--- config.mk ---
export PLATFORM = sky130hd
export DESIGN_NAME = reg_access_arbiter_flat
export DESIGN_NICKNAME = d
export VERILOG_FILES = /design/src/rtl/cpu_pkg.sv /design/src/rtl/reg_access_if.sv /design/src/rtl/rr_arb2.sv /design/src/rtl/reg_access_arbiter.sv /design/src/flat_wrapper.sv
export SDC_FILE = /design/constraint.sdc
export NUM_CORES = 1
export LEC_CHECK = 0
export ABC_AREA = 1
export ABC_CLOCK_PERIOD_IN_PS = 1300
export BUFFER_PORTS_ARGS = -buffer_cell sky130_fd_sc_hd__clkbuf_2
export CAP_MARGIN = 5
export CORE_MARGIN = 10
export CORE_UTILIZATION = 48
export CTS_BUF_LIST = sky130_fd_sc_hd__clkbuf_4 sky130_fd_sc_hd__clkbuf_8 sky130_fd_sc_hd__clkbuf_16
export CTS_CLUSTER_DIAMETER = 150
export DETAILED_ROUTE_END_ITERATION = 10
export PLACE_DENSITY = 0.84
export SYNTH_ARGS = -nofsm -noshare
export SYNTH_HDL_FRONTEND = slang
export SYNTH_SLANG_ARGS = --single-unit
--- constraint.sdc ---
create_clock -name clk -period 1.3 [get_ports clk]
set_input_delay 0.26 -clock clk [delete_from_list [all_inputs] [get_ports clk]]
set_output_delay 0.26 -clock clk [all_outputs]
set_load 0.1 [all_outputs]
--- src/rtl/cpu_pkg.sv ---
// Shared widths and FSM encoding for the register-file access arbiter.
package cpu_pkg;

    localparam int unsigned DATA_W = 16;
    localparam int unsigned ADDR_W = 3;
    localparam int unsigned NREQ   = 2;

    typedef enum logic [2:0] {
        IDLE    = 3'd0,
        ISSUE   = 3'd1,
        WAIT_RD = 3'd2,
        CAPTURE = 3'd3,
        DONE    = 3'd4
    } state_t;

endpackage

--- src/rtl/reg_access_if.sv ---
// Requester-side handshake bundle: one request/command lane per requester plus shared read results.
interface reg_access_if #(
    parameter int unsigned DATA_W = cpu_pkg::DATA_W,
    parameter int unsigned ADDR_W = cpu_pkg::ADDR_W
);
    import cpu_pkg::*;

    logic [NREQ-1:0]             req;
    logic [NREQ-1:0]             wr;
    logic [NREQ-1:0][ADDR_W-1:0] addr_a;
    logic [NREQ-1:0][ADDR_W-1:0] addr_b;
    logic [NREQ-1:0][DATA_W-1:0] wdata;
    logic [NREQ-1:0]             gnt;
    logic [NREQ-1:0]             done;
    logic [DATA_W-1:0]           rdata_a;
    logic [DATA_W-1:0]           rdata_b;

    modport master (
        output req, wr, addr_a, addr_b, wdata,
        input  gnt, done, rdata_a, rdata_b
    );

    modport slave (
        input  req, wr, addr_a, addr_b, wdata,
        output gnt, done, rdata_a, rdata_b
    );

endinterface

--- src/rtl/rr_arb2.sv ---
// Two-way round-robin selector: on a tie the requester that did not win last time gets the grant.
module rr_arb2 (
    input  logic [1:0] req,
    input  logic       last,
    output logic [1:0] grant_c
);

    always_comb begin
        grant_c = 2'b00;
        case (req)
            2'b01:   grant_c = 2'b01;
            2'b10:   grant_c = 2'b10;
            2'b11:   grant_c = last ? 2'b01 : 2'b10;
            default: grant_c = 2'b00;
        endcase
    end

endmodule

--- src/rtl/reg_access_arbiter.sv ---
// Serializes register-file accesses from two requesters; one access in flight at a time.
module reg_access_arbiter #(
    parameter int unsigned DATA_W = cpu_pkg::DATA_W,
    parameter int unsigned ADDR_W = cpu_pkg::ADDR_W
) (
    input  logic              clk,
    input  logic              rst,
    reg_access_if.slave       bus,
    output logic              rf_load,
    output logic [ADDR_W-1:0] rf_addr,
    output logic [DATA_W-1:0] rf_data,
    output logic [ADDR_W-1:0] rf_addr_op1,
    output logic [ADDR_W-1:0] rf_addr_op2,
    input  logic [DATA_W-1:0] rf_out_op1,
    input  logic [DATA_W-1:0] rf_out_op2
);
    import cpu_pkg::*;

    state_t            state;
    logic              last_winner;
    logic              winner;
    logic              wr_q;
    logic [ADDR_W-1:0] addr_a_q;
    logic [ADDR_W-1:0] addr_b_q;
    logic [DATA_W-1:0] wdata_q;
    logic [1:0]        grant_c;

    rr_arb2 u_rr_arb2 (
        .req     (bus.req),
        .last    (last_winner),
        .grant_c (grant_c)
    );

    // Arbitration FSM; every output is a register updated here.
    always_ff @(posedge clk) begin
        if (rst) begin
            state       <= IDLE;
            last_winner <= 1'b1;
            winner      <= 1'b0;
            wr_q        <= 1'b0;
            addr_a_q    <= '0;
            addr_b_q    <= '0;
            wdata_q     <= '0;
            bus.gnt     <= '0;
            bus.done    <= '0;
            bus.rdata_a <= '0;
            bus.rdata_b <= '0;
            rf_load     <= 1'b0;
            rf_addr     <= '0;
            rf_data     <= '0;
            rf_addr_op1 <= '0;
            rf_addr_op2 <= '0;
        end else begin
            bus.gnt  <= '0;
            bus.done <= '0;
            rf_load  <= 1'b0;
            case (state)
                IDLE: begin
                    // The cycle showing done still sees the finished requester's req; skip it.
                    if ((|bus.req) && !(|bus.done)) begin
                        bus.gnt     <= grant_c;
                        winner      <= grant_c[1];
                        last_winner <= grant_c[1];
                        wr_q        <= bus.wr[grant_c[1]];
                        addr_a_q    <= bus.addr_a[grant_c[1]];
                        addr_b_q    <= bus.addr_b[grant_c[1]];
                        wdata_q     <= bus.wdata[grant_c[1]];
                        state       <= ISSUE;
                    end
                end
                ISSUE: begin
                    if (wr_q) begin
                        rf_load <= 1'b1;
                        rf_addr <= addr_a_q;
                        rf_data <= wdata_q;
                        state   <= DONE;
                    end else begin
                        rf_addr_op1 <= addr_a_q;
                        rf_addr_op2 <= addr_b_q;
                        state       <= WAIT_RD;
                    end
                end
                WAIT_RD: begin
                    state <= CAPTURE;
                end
                CAPTURE: begin
                    bus.rdata_a <= rf_out_op1;
                    bus.rdata_b <= rf_out_op2;
                    state       <= DONE;
                end
                DONE: begin
                    bus.done <= winner ? 2'b10 : 2'b01;
                    state    <= IDLE;
                end
                default: begin
                    state <= IDLE;
                end
            endcase
        end
    end

endmodule

--- src/flat_wrapper.sv ---
// flat-port wrapper written by rule: the top's interface ports become plain ports
module reg_access_arbiter_flat import cpu_pkg::*;
#(
    parameter int unsigned DATA_W = cpu_pkg::DATA_W,
    parameter int unsigned ADDR_W = cpu_pkg::ADDR_W
)
  (clk, rst, rf_load, rf_addr, rf_data, rf_addr_op1, rf_addr_op2, rf_out_op1, rf_out_op2, bus_req, bus_wr, bus_addr_a, bus_addr_b, bus_wdata, bus_gnt, bus_done, bus_rdata_a, bus_rdata_b);
  reg_access_if #(.DATA_W(DATA_W), .ADDR_W(ADDR_W)) bus_i ();
  input  logic clk;
  input  logic rst;
  output logic rf_load;
  output logic [ADDR_W-1:0] rf_addr;
  output logic [DATA_W-1:0] rf_data;
  output logic [ADDR_W-1:0] rf_addr_op1;
  output logic [ADDR_W-1:0] rf_addr_op2;
  input  logic [DATA_W-1:0] rf_out_op1;
  input  logic [DATA_W-1:0] rf_out_op2;
  input wire logic [$bits(bus_i.req)-1:0] bus_req;
  input wire logic [$bits(bus_i.wr)-1:0] bus_wr;
  input wire logic [$bits(bus_i.addr_a)-1:0] bus_addr_a;
  input wire logic [$bits(bus_i.addr_b)-1:0] bus_addr_b;
  input wire logic [$bits(bus_i.wdata)-1:0] bus_wdata;
  output wire logic [$bits(bus_i.gnt)-1:0] bus_gnt;
  output wire logic [$bits(bus_i.done)-1:0] bus_done;
  output wire logic [$bits(bus_i.rdata_a)-1:0] bus_rdata_a;
  output wire logic [$bits(bus_i.rdata_b)-1:0] bus_rdata_b;
  assign bus_i.req = bus_req;
  assign bus_i.wr = bus_wr;
  assign bus_i.addr_a = bus_addr_a;
  assign bus_i.addr_b = bus_addr_b;
  assign bus_i.wdata = bus_wdata;
  assign bus_gnt = bus_i.gnt;
  assign bus_done = bus_i.done;
  assign bus_rdata_a = bus_i.rdata_a;
  assign bus_rdata_b = bus_i.rdata_b;
  reg_access_arbiter #(.DATA_W(DATA_W), .ADDR_W(ADDR_W)) u_core (.clk(clk), .rst(rst), .bus(bus_i), .rf_load(rf_load), .rf_addr(rf_addr), .rf_data(rf_data), .rf_addr_op1(rf_addr_op1), .rf_addr_op2(rf_addr_op2), .rf_out_op1(rf_out_op1), .rf_out_op2(rf_out_op2));
endmodule
==> flow_metrics.env, run 1 <==
export IMPL_synth_compound_gate_area_share_pct=9.14
export IMPL_drt_initial_drc_count=173
export IMPL_track_usage_pct=19.1
export IMPL_tightest_slew_ps=275
export IMPL_vdd_drop_max_uv=825
export IMPL_regArea_sq_um=1820
export IMPL_cap_viol_max_count=0
export IMPL_p_total_mw=9.10
export IMPL_avgSynthCellArea_sq_um=7.26
export IMPL_synth_area_leader_cell="dfxtp_1"
export IMPL_diodes=0
export IMPL_gr_total_overflow=0
export IMPL_wl_microns=11100
export IMPL_drt_wirelength_per_cell_microns=14.9
export IMPL_dp_cells=721
export IMPL_dp_hpwl_microns=8470
export IMPL_holdWs_ps=159
export IMPL_finalWorstSetupSlack_ps=8.24
export IMPL_drt_vias_per_instance=4.97
export IMPL_design_core_area_sq_um=7250
export IMPL_r2r_end="u_core.wdata_q[12]"
export IMPL_synthTopCellsByCount="nor2_1 (121), nand2_1 (120), dfxtp_1 (90), o21ai_0 (59), inv_1 (30)"
export IMPL_fmax_mhz=774
export IMPL_yosys_area_share_simple_pct=32.3
export IMPL_numPortBuffers=143
export IMPL_grt_pass1_vias=3754
export IMPL_p_clk_share_pct=25.5
export IMPL_nets=718
export IMPL_path_clk_slew_ps=90
export IMPL_cp_end_kind="register"
export IMPL_fin_util_pct=78.5
export IMPL_path_max_fanout=14
export IMPL_numCtsBuffers=9
export IMPL_power_internal_mw=5.71
export IMPL_cellLeakagePower_nw=2.70
export IMPL_cp_arrival_ps=1540
export IMPL_worstPathRequired_ps=1550
export IMPL_synth_top_cell_area_share_pct=50.4
export IMPL_cp_start_kind="register"
export IMPL_antenna_left=0
export IMPL_slew_headroom_pct=81.7
export IMPL_ys_top_cells_by_area="dfxtp_1 (50%), nor2_1 (13%), nand2_1 (13%), o21ai_0 (8.3%), nand3_1 (3.8%)"
export IMPL_path_class="register to register"
export IMPL_drive_gt1_share_pct=30.7
export IMPL_synth_cells=492
export IMPL_yosysMostFrequentCell="nor2_1"
export IMPL_min_to="u_core.bus.rdata_a[9]"
export IMPL_async_reset_ff_share_pct=0
export IMPL_yosys_warnings=0
export IMPL_clk_latency_ps=350
export IMPL_swShare_pct=37.2
export IMPL_antenna_found_initial=0
export IMPL_pwr_share_comb_pct=36.6
export IMPL_hold_depth=3
export IMPL_finalCriticalPeriod_ps=1290
export IMPL_cts_buffer_depth=2
export IMPL_synth_edf_count=0
export IMPL_outcome="completed"
export IMPL_r2r_start="u_core.state[2]"
export IMPL_synth_top_family_by_area="simple AND/OR/NAND/NOR gates"
export IMPL_dp_worst_setup_slack_ps=-43.5
export IMPL_pwr_share_seq_pct=38.0
export IMPL_multi_input_area_sq_um=1520
export IMPL_hold_path_class="primary input to register"
export IMPL_syn_nets=574
export IMPL_synth_fa_ha_area_share_pct=0
export IMPL_dieArea_sq_um=11300
export IMPL_synth_cell_types=24
export IMPL_seq_area_frac_synth_pct=50.4
export IMPL_finalSetupViolCount=0
export IMPL_root_buffer="clkbuf_8"
export IMPL_die_h_microns=106
export IMPL_ioPinCount=144
export IMPL_gp_routability_congestion=0.820
export IMPL_synthXorXnorAreaFrac_pct=0
export IMPL_clock_sinks=90
export IMPL_start_util_pct=49.3
export IMPL_drt_pass1_iter_count=4
export IMPL_die_x_microns=106
export IMPL_maxSlewViolCount=0
export IMPL_min_from="rf_out_op1[9]"
export IMPL_r2r_cells=6
export IMPL_vias=3677
export IMPL_synth_area_sq_um=3570
export IMPL_rrSetupSlack_ps=8
export IMPL_area_growth_pct=59.3
export IMPL_finalHoldViolCount=0
export IMPL_drcViolationCount=0
export IMPL_grt_pass1_wl_microns=17600
export IMPL_htreeDepth=3
export IMPL_finalNonFillerCells=740
export IMPL_power_density_nw_per_um2=1600
export IMPL_cts_tree="yes"
export IMPL_grt_max_degree=61
export IMPL_muxShareOfSynthArea_pct=0
export IMPL_synth_seq_cells=90
export IMPL_p_sw_mw=3.38
export IMPL_finalCritPeriodShare_pct=99.4
export IMPL_nFillCells=458
export IMPL_synthFlopType="dfxtp_1"
export IMPL_skew_ps=11.0
export IMPL_fp_row_count=31
## worst max-delay path by stage
stage / startpoint / endpoint / slack [ps] / cells past startpoint
finish: u_core.state[2] / u_core.wdata_q[12] / 8 / 6
global route: u_core.state[0] / u_core.rf_data[0] / -30 / 6
CTS: u_core.state[0] / u_core.wdata_q[12] / 30 / 7
detailed placement: u_core.state[0] / u_core.rf_data[14] / -40 / 6
global placement: u_core.state[0] / u_core.rf_data[14] / 60 / 6
floorplan: u_core.bus.done[1] / u_core.wdata_q[6] / 3 / 7
## power groups by stage
stage | sequential, mW | clock (mW) | combinational, mW
floorplan | 4.56 | 0 | 0.938
global placement | 3.48 | 0 | 3.14
detailed placement | 3.50 | 0 | 3.24
CTS | 3.44 | 2.33 | 3.27
global route | 3.49 | 2.48 | 3.54
finish | 3.45 | 2.32 | 3.33
## metal layers
metal	up-vias	GRT usage (%)	share of wire, %
li1	1814	-	-
met1	1690	19.6	38
met2	151	34.7	52
met3	22	6.22	7.6
met4	0	8.70	2.2
met5	-	0	0
## cells in the final DEF, fill, tap and decap left out
cell	n
a21o_1	1
a21oi_1	2
a21oi_2	1
buf_12	67
buf_4	9
bufinv_16	3
clkbuf_16	1
clkbuf_2	81
clkbuf_8	11
clkinv_2	2
clkinv_8	1
dfxtp_1	86
dfxtp_4	4
inv_1	29
inv_2	5
nand2_1	120
nand2_2	1
nand2_4	2
nand3_1	26
nand3_2	2
nand3_4	2
nand4_2	1
nor2_1	120
nor2_4	2
nor2_8	2
o21ai_0	55
o21ai_1	5
## logic make-up after synthesis
logic type,count (synthesis)
AO/OA/AOI/OAI,64
flip-flops,90
AND/OR/NAND/NOR,277
buffers and inverters,61
## sequential cells by signal (all words and copies together) (netlist names)
register and cells:
u_core.wr_q 1, u_core.state 3, u_core.rf_addr_op2 3, u_core.last_winner 1, u_core.addr_b_q 3, u_core.addr_a_q 3, u_core.wdata_q 16, u_core.rf_addr 3
u_core.rf_data 16, u_core.bus.gnt 2, u_core.bus.done 2, u_core.rf_addr_op1 3, u_core.bus.rdata_a 16, u_core.bus.rdata_b 16, u_core.winner 1, u_core.rf_load 1
## worst max-delay path, cell delays in order, from the launching register on
cell	delay, ps
dfxtp_1	480
nor2_1	120
nand4_2	120
buf_4	210
nand2_1	100
nand2_1	110
inv_1	50
## repair_timing
item | in CTS | in global routing
buffers inserted | 0 | 1
setup endpoints to repair | 20 | 13
hold buffers | 0 | 0
resized for setup | 7 | 9
gates cloned | 1 | 1
pin swaps | 1 | 6
## stage by stage
stage	area [sq um]	setup TNS (ps)
after CTS	5630	0
after detailed placement	5360	-343
after global placement	5360	0
after global routing	5690	-50.9
final	5690	0
after floorplan	3580	0
## layout make-up
cell class	instances	share of cell area, %
clock buffers	11	2.66
clock inverters	5	1.76
inverters	35	2.53
multi-input cells	342	26.6
flip-flops and latches	90	31.9
well taps	99	2.18
repair buffers	158	32.3
No activity file was read; power rests on OpenSTA's default activity.
==> run 2, diff against run 1 <==
- CELL_PAD_IN_SITES_DETAIL_PLACEMENT: unset -> 0
- CELL_PAD_IN_SITES_GLOBAL_PLACEMENT: unset -> 1
- CORE_UTILIZATION: 48 -> 33
==> run 2 against run 1 <==
Compared with the run above:
- utilization fell by 24 points
- power fell by 6.2%
- die area rose by 36%
- largest cell class unchanged
- highest routed layer unchanged
==> flow_metrics.env, run 2 (synthesis results as in run 1) <==
export IMPL_outcome="completed"
export IMPL_path_clk_slew_ps=80
export IMPL_fp_row_count=37
export IMPL_nFillCells=960
export IMPL_rsz0062_at_grt="true"
export IMPL_drcViolationCount=0
export IMPL_antenna_found_initial=0
export IMPL_cp_arrival_ps=990
export IMPL_path_class="register to output pin"
export IMPL_dp_cells=763
export IMPL_cellLeakagePower_nw=2.69
export IMPL_gr_total_overflow=0
export IMPL_grt_pass1_wl_microns=16900
export IMPL_cp_start_kind="register"
export IMPL_clock_sinks=90
export IMPL_finalWorstSetupSlack_ps=52.4
export IMPL_cp_slowest_stage_delay_ps=420
export IMPL_finalCriticalPeriod_ps=1250
export IMPL_multi_input_area_sq_um=1490
export IMPL_path_max_fanout=2
export IMPL_slowest_stage="dfxtp_1"
export IMPL_dp_hpwl_microns=8360
export IMPL_dpl_cell_area_sq_um=5460
export IMPL_worstPathCellList="buf_12"
export IMPL_design_area_sq_um=5700
export IMPL_r2r_start="u_core.state[1]"
export IMPL_dieArea_sq_um=15400
export IMPL_regArea_sq_um=1810
export IMPL_root_buffer="clkbuf_8"
export IMPL_cts_setup_buffers=0
export IMPL_fmax_mhz=802
export IMPL_grt_pass1_vias=3478
export IMPL_die_h_microns=124
export IMPL_finalNonFillerCells=780
export IMPL_cts_buffer_depth=2
export IMPL_drt_wirelength_per_cell_microns=14.0
export IMPL_hold_path_class="primary input to register"
export IMPL_critPathTopFamily="flip-flops"
export IMPL_skew_ps=7.44
export IMPL_r2r_cells=7
export IMPL_finalSetupViolCount=0
export IMPL_ioPinCount=144
export IMPL_r2r_end="u_core.wdata_q[10]"
export IMPL_final_cell_mix="nor2_1 (120), nand2_1 (120), dfxtp_1 (85)"
export IMPL_drt_vias_per_instance=4.46
export IMPL_cts_tree="yes"
export IMPL_tightest_slew_ps=212
export IMPL_htreeDepth=3
export IMPL_design_core_area_sq_um=10400
export IMPL_crit_buf_inv=1
export IMPL_drt_initial_drc_count=229
export IMPL_power_density_nw_per_um2=1500
export IMPL_track_usage_pct=13.8
export IMPL_grt_max_degree=44
export IMPL_diodes=0
export IMPL_vias=3480
export IMPL_finalCritPeriodShare_pct=96.0
export IMPL_drt_pass1_iter_count=4
export IMPL_die_x_microns=124
export IMPL_start_util_pct=34.3
export IMPL_maxSlewViolCount=0
export IMPL_antenna_left=0
export IMPL_crit_start="u_core.rf_data[15]"
export IMPL_tns_ps=0
export IMPL_nets=721
export IMPL_numCtsBuffers=9
export IMPL_wl_microns=10900
export IMPL_path_depth=1
export IMPL_worstPathRequired_ps=1040
export IMPL_cp_end_kind="output pin"
export IMPL_cap_viol_max_count=0
export IMPL_crit_end="rf_data[15]"
export IMPL_gp_routability_congestion=0.783
export IMPL_vdd_drop_max_uv=626
export IMPL_slew_headroom_pct=85.7
export IMPL_dp_worst_setup_slack_ps=45.7
export IMPL_rrSetupSlack_ps=90
export IMPL_area_growth_pct=59.4
export IMPL_clk_latency_ps=360
export IMPL_numPortBuffers=143
export IMPL_drive_gt1_share_pct=31.1
export IMPL_finalHoldViolCount=0
run 2: cell types whose count changed in the layout (fill, tap and decap cells not counted), sizes merged:
cell | before | now
buf | 76 | 80
bufinv | 3 | 0
clkbuf | 93 | 96
clkinv | 3 | 2
inv | 34 | 35
nand3 | 30 | 29
run 2: per-layer routing:
| layer | up-vias | track usage (%) | share of wire (%) |
|---|---|---|---|
| met4 | 0 | 5.97 | 1.8 |
| li1 | 1816 | - | - |
| met5 | - | 0 | 0 |
| met1 | 1533 | 15.5 | 42 |
| met3 | 15 | 4.98 | 9.0 |
| met2 | 116 | 23.3 | 47 |
run 2: worst min-delay path by stage:
stage,from,endpoint,depth (start not counted)
final,rst,u_core.state[1],2
after global routing,rst,u_core.state[1],2
after CTS,rst,u_core.state[1],2
after detailed placement,u_core.winner,u_core.bus.done[0],1
after global placement,u_core.winner,u_core.bus.done[0],1
after floorplan,rst,u_core.state[1],1
run 2: cell type report:
class,instances,share of cell area [%]
repair buffers,162,33.3
clock inverters,2,0.176
well taps,136,2.99
flip-flops and latches,90,31.8
clock buffers,14,3.16
inverters,35,2.35
multi-input cells,341,26.2
run 2: report_power, final:
part           internal (mW)  switching, mW  leakage [nW]  total (mW)
Combinational           1.22           2.07          1.85        3.28
Sequential              3.12          0.299         0.739        3.42
Clock                  0.890          0.935         0.103        1.82
run 2: worst register-to-register path: stages (launching register included):
cell and delay, ps:
dfxtp_2 370, nor2_4 140, nand2_2 110, nor2_8 140
clkbuf_16 180, nand3_1 80, nand2_1 60, inv_1 30
run 2: metrics by stage:
step,util (%),power [mW],hold slack [ps]
2_1_floorplan,-,5.50,329
3_3_place_gp,52.5,6.68,416
3_5_place_dp,52.5,6.73,424
4_1_cts,54.3,8.56,125
5_1_grt,54.7,8.99,132
6_report,54.7,8.53,133
run 2: what timing repair did:
| item | CTS | global route |
|---|---|---|
| endpoints found under the hold margin | 0 | 0 |
| setup endpoints to repair | 0 | 71 |
| hold buffers | 0 | 0 |
| resized for setup | 0 | 9 |
==> run 3, diff against run 2 <==
- ABC_AREA: 1 -> unset
- CORE_UTILIZATION: 33 -> 34
- PLACE_DENSITY: 0.84 -> 0.83
==> run 3 against run 2 <==
Compared with the run above:
- maximum frequency is 0.97% lower
- non-clock buffer count rose by 12
- critical path type is now register to register
- sequential share of layout area is 0.43 points lower
- cell count fell by 9.0%
- critical path depth is 3 higher
- final area increased by 1.9%
- count of clock-buffer cells in the layout shrank 3
- largest power group unchanged
- first-iteration DRC count up 1.3%
- area after synthesis is 0.91% higher
- clock power is 3% lower
- sequential power decreased by 8.5%
- critical endpoint is now u_core.wdata_q[12]
==> flow_metrics.env, run 3 <==
export IMPL_cp_start_kind="register"
export IMPL_tightest_slew_ps=428
export IMPL_cap_viol_max_count=0
export IMPL_synth_top_cell_area_share_pct=50.0
export IMPL_outcome="completed"
export IMPL_ioPinCount=144
export IMPL_antenna_left=0
export IMPL_drcViolationCount=0
export IMPL_vias=3428
export IMPL_grt_pass1_wl_microns=16900
export IMPL_finalSetupViolCount=0
export IMPL_root_buffer="clkbuf_8"
export IMPL_gp_routability_congestion=0.765
export IMPL_design_core_area_sq_um=10300
export IMPL_antenna_found_initial=0
export IMPL_finalNonFillerCells=710
export IMPL_p_sw_mw=2.20
export IMPL_cp_arrival_ps=1530
export IMPL_r2r_start="u_core.state[2]"
export IMPL_hold_buffers=0
export IMPL_dpl_cell_area_sq_um=5550
export IMPL_power_density_nw_per_um2=1160
export IMPL_synthFlopType="dfxtp_1"
export IMPL_numPortBuffers=143
export IMPL_cts_tree="yes"
export IMPL_diodes=0
export IMPL_min_from="rf_out_op2[15]"
export IMPL_rsz0062_at_grt="true"
export IMPL_pwr_share_seq_pct=46.7
export IMPL_wl_microns=11100
export IMPL_yosysMostFrequentCell="nand2_1"
export IMPL_avgSynthCellArea_sq_um=8.54
export IMPL_nets=651
export IMPL_gr_total_overflow=0
export IMPL_yosys_warnings=0
export IMPL_vdd_drop_max_uv=502
export IMPL_synth_area_sq_um=3610
export IMPL_htreeDepth=3
export IMPL_dp_cells=692
export IMPL_cts_buffer_depth=2
export IMPL_area_growth_pct=60.9
export IMPL_crit_start="u_core.state[2]"
export IMPL_start_util_pct=34.9
export IMPL_worstPathRequired_ps=1570
export IMPL_final_cell_mix="nand2_1 (150), dfxtp_1 (84), clkbuf_2 (80)"
export IMPL_slew_headroom_pct=71.5
export IMPL_mostFrequentLayoutCell="nand2_1"
export IMPL_drt_initial_drc_count=232
export IMPL_die_h_microns=123
export IMPL_swShare_pct=32.9
export IMPL_power_internal_mw=4.50
export IMPL_synthTopCellsByCount="nand2_1 (150), dfxtp_1 (90), a21oi_1 (54), a31oi_1 (23), a311oi_2 (19)"
export IMPL_critPathTopFamily="flip-flops"
export IMPL_cp_slowest_stage_delay_ps=370
export IMPL_dp_hpwl_microns=8490
export IMPL_track_usage_pct=13.8
export IMPL_fmax_mhz=794
export IMPL_drive_gt1_share_pct=39.0
export IMPL_seq_area_frac_synth_pct=50.0
export IMPL_die_x_microns=123
export IMPL_dieArea_sq_um=15100
export IMPL_synth_seq_cells=90
export IMPL_worstPathCellList="nor3_4 -> buf_6 -> a31oi_1 -> a311oi_2"
export IMPL_synth_cell_types=32
export IMPL_crit_buf_inv=1
export IMPL_skew_ps=11.2
export IMPL_tns_ps=0
export IMPL_hold_path_class="primary input to register"
export IMPL_slowest_stage="dfxtp_4"
export IMPL_drt_vias_per_instance=4.83
export IMPL_cellLeakagePower_nw=2.27
export IMPL_maxSlewViolCount=0
export IMPL_ys_top_cells_by_area="dfxtp_1 (50%), nand2_1 (16%), a311oi_2 (7.9%), a21oi_1 (7.5%), a31oi_1 (4.0%)"
export IMPL_drt_wirelength_per_cell_microns=15.6
export IMPL_fp_row_count=37
export IMPL_synth_cells=422
export IMPL_path_max_fanout=14
export IMPL_grt_pass1_vias=3500
export IMPL_p_clk_share_pct=26.4
export IMPL_synth_edf_count=0
export IMPL_finalCriticalPeriod_ps=1260
export IMPL_cp_end_kind="register"
export IMPL_design_area_sq_um=5800
export IMPL_syn_nets=504
export IMPL_finalCritPeriodShare_pct=96.9
export IMPL_async_reset_ff_share_pct=0
export IMPL_grt_max_degree=88
export IMPL_synth_area_leader_cell="dfxtp_1"
export IMPL_numCtsBuffers=9
export IMPL_clk_latency_ps=350
export IMPL_path_class="register to register"
export IMPL_clock_sinks=90
export IMPL_pwr_share_comb_pct=27.0
export IMPL_path_clk_slew_ps=90
export IMPL_finalHoldViolCount=0
export IMPL_drt_pass1_iter_count=4
[run 3: cell types whose count changed after synthesis, moves of 6 or more]
cell	previous run	this run
nor2_1	121	10
nand2_1	120	150
o21ai_0	59	1
a21oi_1	2	54
mux2i_1	0	6
buf_2	8	14
inv_1	30	5
nand3_1	27	0
clkbuf_1	10	18
a31oi_1	0	23
a311oi_2	0	19
[run 3: worst min-delay path, cell delays in order]
cell      delay [ps]
clkbuf_2          80
nand2_1           40
a21oi_1           50
[run 3: worst paths after layout]
check | endpoint | cells after the start | slack, ps
worst max-delay path | u_core.wdata_q[12] | 4 | 40
worst min-delay path | u_core.bus.rdata_b[15] | 3 | 110
worst max register to register | u_core.wdata_q[12] | 4 | 40
worst min register to register | u_core.bus.done[0] | 1 | 410
[run 3: what timing repair did]
action	CTS	global route
resized for setup	3	12
gates cloned	0	1
setup buffers	0	1
endpoints found under the setup margin	19	43
pin swaps	0	1
[run 3: metrics by stage]
stage | power, mW | hold slack [ps] | setup WS (ps) | util [%]
2_1_floorplan | 4.30 | 381 | -32.3 | -
3_3_place_gp | 4.91 | 389 | -21.1 | 53.8
3_5_place_dp | 4.97 | 395 | -83.5 | 53.8
4_1_cts | 6.74 | 94.2 | 10.5 | 55.6
5_1_grt | 7.02 | 96.1 | -32.6 | 56.2
6_report | 6.70 | 111 | 40.2 | 56.2
[run 3: cell families after synthesis]
family,after synthesis,synth area share (%)
muxes,6,1.67
DFF,90,50.0
buffers and inverters,43,6.00
and+or+nand+nor,178,20.9
AOI/OAI and AO/OA,105,21.4
[run 3: layout make-up]
class,instances,area [sq um]
Fill cell,888,4520
Timing Repair Buffer,174,2010
Sequential cell,90,1820
Multi-Input combinational cell,289,1600
Tap cell,136,170
Clock buffer,11,145
Clock inverter,5,37.5
Inverter,5,18.8
[run 3: routing by layer]
metal	vias to the layer above	track usage, %	share of wire, %
li1	1738	-	-
met1	1554	15.3	40
met2	122	23.8	49
met3	14	5.88	9.7
met4	0	3.71	1.1
met5	-	0	0
[run 3: power by group through the flow]
| stage | Clock (mW) | Sequential [mW] | Combinational, mW |
|---|---|---|---|
| floorplan | 0 | 3.54 | 0.766 |
| global placement | 0 | 3.18 | 1.74 |
| detailed placement | 0 | 3.19 | 1.78 |
| CTS | 1.83 | 3.13 | 1.79 |
| global route | 1.94 | 3.15 | 1.93 |
| finish | 1.77 | 3.13 | 1.81 |
